--- config.mk ---
export PLATFORM = sky130hd
export DESIGN_NAME = rotl_pipe
export DESIGN_NICKNAME = d
export VERILOG_FILES = /design/src/rtl/rotl_pipe.sv
export SDC_FILE = /design/constraint.sdc
export NUM_CORES = 1
export LEC_CHECK = 0
export BUFFER_PORTS_ARGS = -buffer_cell sky130_fd_sc_hd__buf_2
export CORE_ASPECT_RATIO = 2
export CORE_MARGIN = 3
export CORE_UTILIZATION = 30
export DETAILED_ROUTE_END_ITERATION = 10
export SETUP_SLACK_MARGIN = 0.2
export SLEW_MARGIN = 20
export SYNTH_ARGS = -nofsm -noshare
export SYNTH_HDL_FRONTEND = slang
export SYNTH_SLANG_ARGS = --single-unit
--- constraint.sdc ---
create_clock -name clk -period 2.8 [get_ports clk]
set_input_delay 0.28 -clock clk [delete_from_list [all_inputs] [get_ports clk]]
set_output_delay 0.28 -clock clk [all_outputs]
set_load 0.02 [all_outputs]
--- src/rtl/rotl_pipe.sv ---
// Pipelined log rotator: result STAGES cycles after accept, whole pipe stalls while out_valid && !out_ready.
// Define ROTL_BIDIR_EN to add in_dir (1 = rotate right); the default build rotates left only.
module rotl_pipe #(
  parameter  int WIDTH  = 32,
  localparam int STAGES = $clog2(WIDTH)
) (
  input  logic              clk,
  input  logic              rst_n,
  input  logic              in_valid,
  output logic              in_ready,
  input  logic [WIDTH-1:0]  in_data,
  input  logic [STAGES-1:0] in_amt,
`ifdef ROTL_BIDIR_EN
  input  logic              in_dir,
`endif
  output logic              out_valid,
  input  logic              out_ready,
  output logic [WIDTH-1:0]  out_data,
  output logic [STAGES:0]   occupancy
);

  logic              advance;
  logic              accept;
  logic              consume;
  logic [STAGES-1:0] amt_in;
  logic [STAGES:0]   occ_q, occ_d;

  function automatic logic [WIDTH-1:0] rotl_c(input logic [WIDTH-1:0] d, input int sh);
    return (d << sh) | (d >> (WIDTH - sh));
  endfunction

`ifdef ROTL_BIDIR_EN
  // WIDTH is a power of two, so negating the amount gives (WIDTH - amt) mod WIDTH.
  assign amt_in = in_dir ? ('0 - in_amt) : in_amt;
`else
  assign amt_in = in_amt;
`endif

  assign advance  = !out_valid || out_ready;
  assign in_ready = advance;
  assign accept   = in_valid && advance;
  assign consume  = out_valid && out_ready;

  for (genvar k = 0; k < STAGES; k++) begin : g_stg
    localparam int B = STAGES - 1 - k;
    logic [WIDTH-1:0] src_dat, dat_d, dat_q;
    logic [B:0]       src_amt;
    logic             src_vld, vld_q;

    if (k == 0) begin : g_src
      assign src_dat = in_data;
      assign src_amt = amt_in;
      assign src_vld = in_valid;
    end else begin : g_src
      assign src_dat = g_stg[k-1].dat_q;
      assign src_amt = g_stg[k-1].g_amt.amt_q;
      assign src_vld = g_stg[k-1].vld_q;
    end

    assign dat_d = src_amt[B] ? rotl_c(src_dat, 1 << B) : src_dat;

    // Bubbles move forward as invalid stages but never overwrite data.
    always_ff @(posedge clk or negedge rst_n) begin
      if (!rst_n) begin
        vld_q <= 1'b0;
        dat_q <= '0;
      end else if (advance) begin
        vld_q <= src_vld;
        if (src_vld) dat_q <= dat_d;
      end
    end

    // Only the amount bits still to be applied travel onward.
    if (B > 0) begin : g_amt
      logic [B-1:0] amt_q;
      always_ff @(posedge clk or negedge rst_n) begin
        if (!rst_n) begin
          amt_q <= '0;
        end else if (advance && src_vld) begin
          amt_q <= src_amt[B-1:0];
        end
      end
    end
  end

  assign out_valid = g_stg[STAGES-1].vld_q;
  assign out_data  = g_stg[STAGES-1].dat_q;

  always_comb begin
    occ_d = occ_q;
    if (accept && !consume) begin
      occ_d = occ_q + {{STAGES{1'b0}}, 1'b1};
    end else if (consume && !accept) begin
      occ_d = occ_q - {{STAGES{1'b0}}, 1'b1};
    end
  end

  always_ff @(posedge clk or negedge rst_n) begin
    if (!rst_n) begin
      occ_q <= '0;
    end else begin
      occ_q <= occ_d;
    end
  end

  assign occupancy = occ_q;

endmodule
==> results.toml <==
[sta]
fin_skew_ns = 0.008537
slew_viol_final = 0
hold_viol = 0
fmax_mhz = 501.5
worstMarginPinSlew_ns = 0.7874
min_period_ns = 1.994
fin_crit_sh = 0.7122
slew_headroom = 0.4750
setup_viol_count_final = 0
fin_tns_setup_ns = 0
rsz0062_at_grt = "false"

[drt]
wl_per_cell_um = 14.48
antenna_left = 0
first_iter_violations = 199
drc = 0
routed_wl_um = 17290
via_count = 5497
first_pass_iters = 4
vias_per_cell = 4.604

[die]
dieArea_um2 = 30050
coreArea_um2 = 27230
die_y_um = 242.2
die_w_um = 124.1
io_pins = 81
start_util = 0.3073
rows = 85

[logic_synthesis]
synth_nets = 818
syn_inst = 772
synth_cell_types = 26
yosys_register_bits = 181
yosysTopAreaCell = "dfrtp_1"
synth_top_area_frac = 0.5414
syn-cell-area_um2 = 8366
synthTopCellsByArea = "dfrtp_1 54%, mux2i_1 19%, a21oi_1 9.8%"
yosysWarnings = 0
postSynthAreaPerCell_um2 = 10.84
yosysSeqAreaShare = 0.5414

[global_route]
first_global_vias = 5495
grt_pass1_wl_um = 28550
grt.total_usage = 0.1209
grt_max_degree = 73
grt_busiest_layer = "met2"
overflow = 0
use_met2 = 0.2195
met3_usage = 0.02290
grt_util_met1 = 0.1304
grt_antenna_before_repair = 2

[power]
leakage_nw = 4.251
power_density_nw_per_um2 = 1142
finalPower_mw = 10.99
peakVddDrop_mv = 0.3911

[placement]
dp_hpwl_um = 12930
io_buffers = 80
place.gp.congestion = 0.7733

[status]
status = "finished clean"

[final_layout]
layout-drive-gt1-share = 0.1777
syn2layout_area_growth_pct = 14.99
layout_commonest_cell = "dfrtp_1"
final_cell_mix = "181 x dfrtp_1, 164 x a21oi_1, 162 x nor2_1, 160 x mux2i_1, 79 x buf_2"
fin_nets = 877

[clock_network]
clk_pin_slew_ns = 0.06
clk_latency_ns = 0.43
cts.sinks = 181
cts_max_level = 4
cts_tree = "yes"
postCtsResizedCells = 0
post-cts-setup-buffer-count = 0
cts_buffer_depth = 2
cts_inserted_buffers = 17
cts_root_buf = "clkbuf_16"

[setup_path]
critical_path.startpoint_type = "flip-flop"
r2r_start = "out_valid"
worstPathArrival_ns = 2.31
crit_start = "out_valid"
crit_fanout = 8
crit_path_end_kind = "flip-flop"
required_ns = 3.11
path_class = "reg -> reg"

[worst_hold_path]
min_from = "in_amt[0]"
hold_class = "in -> reg"

[flow_run]
drv_cap = 0
-- cell type report --
type / count / area, µm²
multi-input combinational: 532 / 3477
clock inverter: 12 / 120.1
sequential: 181 / 4529
antenna: 2 / 5.005
fill: 2825 / 17610
clock buffer: 20 / 466.7
inverter: 1 / 3.754
tap: 348 / 435.4
timing repair buffer: 98 / 581.8
-- cells in the mapped netlist, drive strengths merged --
cell / n
nand2b: 2
a21o: 7
buf: 42
mux2i: 160
mux2: 13
clkbuf: 16
xor2: 1
nor2b: 1
a22oi: 1
xnor2: 3
nand4: 2
nand3b: 2
inv: 1
and2: 5
a21oi: 164
or2: 1
nor2: 162
ha: 4
dfrtp: 181
nand2: 2
fa: 1
nand3: 1
-- through the flow --
step	hold slack, ns	area [µm²]	cells	utilization	setup WS, ns
3_5_place_dp	0.2168	9017	1159	0.3312	0.8444
3_3_place_gp	0.2158	9017	1159	0.3312	0.8904
2_1_floorplan	-0.01559	8366	772	-	0.8835
4_1_cts	0.06183	9614	1192	0.3531	0.8270
6_report	0.08494	9619	1194	0.3533	0.8059
5_1_grt	0.07390	9619	1194	0.3533	0.6843
-- power by group --
part           switching, mW  total, mW  internal, mW
registers              0.863       4.49          3.63
logic                   2.31       4.15          1.84
clock network           1.04       2.35          1.31
-- path summary, 6_finish.rpt --
path	to	depth (start not counted)	slack (ns)
worst max-delay path	occupancy[4]	6	0.81
worst min-delay path	g_stg[0].g_amt.amt_q[0]	2	0.08
worst max register to register	occupancy[4]	6	0.81
worst min register to register	g_stg[2].vld_q	1	0.49
max in group asynchronous	g_stg[3].dat_q[14]	3	1.76
min in group asynchronous	occupancy[1]	2	0.32
-- flip-flops by register name (all words and copies together) (netlist names) --
signal and flops:
out_valid 1, g_stg.g_amt.amt_q 10, occupancy 6, out_data 32
g_stg.dat_q 128, g_stg.vld_q 4
-- worst max-delay path, cell delays in order, from the launching register on --
cell and delay (ns):
dfrtp_1 0.40, nand2b_1 0.30, fa_1 0.48, a21o_1 0.19
a21oi_1 0.18, xnor2_1 0.08, mux2_2 0.26
-- layer usage --
layer	part of all wire	vias to the layer above
met5	0	-
met3	0.034	30
met1	0.38	2592
met4	0.032	0
li1	-	2796
met2	0.56	79
-- repair_timing --
| item | CTS | global route |
|---|---|---|
| endpoints found under the hold margin | 38 | 0 |
| hold buffers | 1 | 0 |
| setup endpoints to repair | 0 | 0 |
-- cells by family after synthesis --
group	synth area share
multiplexers	0.2116
AO/OA/AOI/OAI	0.1053
adder cells (fa/ha/maj)	0.008376
XOR/XNOR	0.004189
AND/OR/NAND/NOR	0.08570
flip-flops	0.5414
buffers and inverters	0.04337
(Power assumes the default switching activity.)
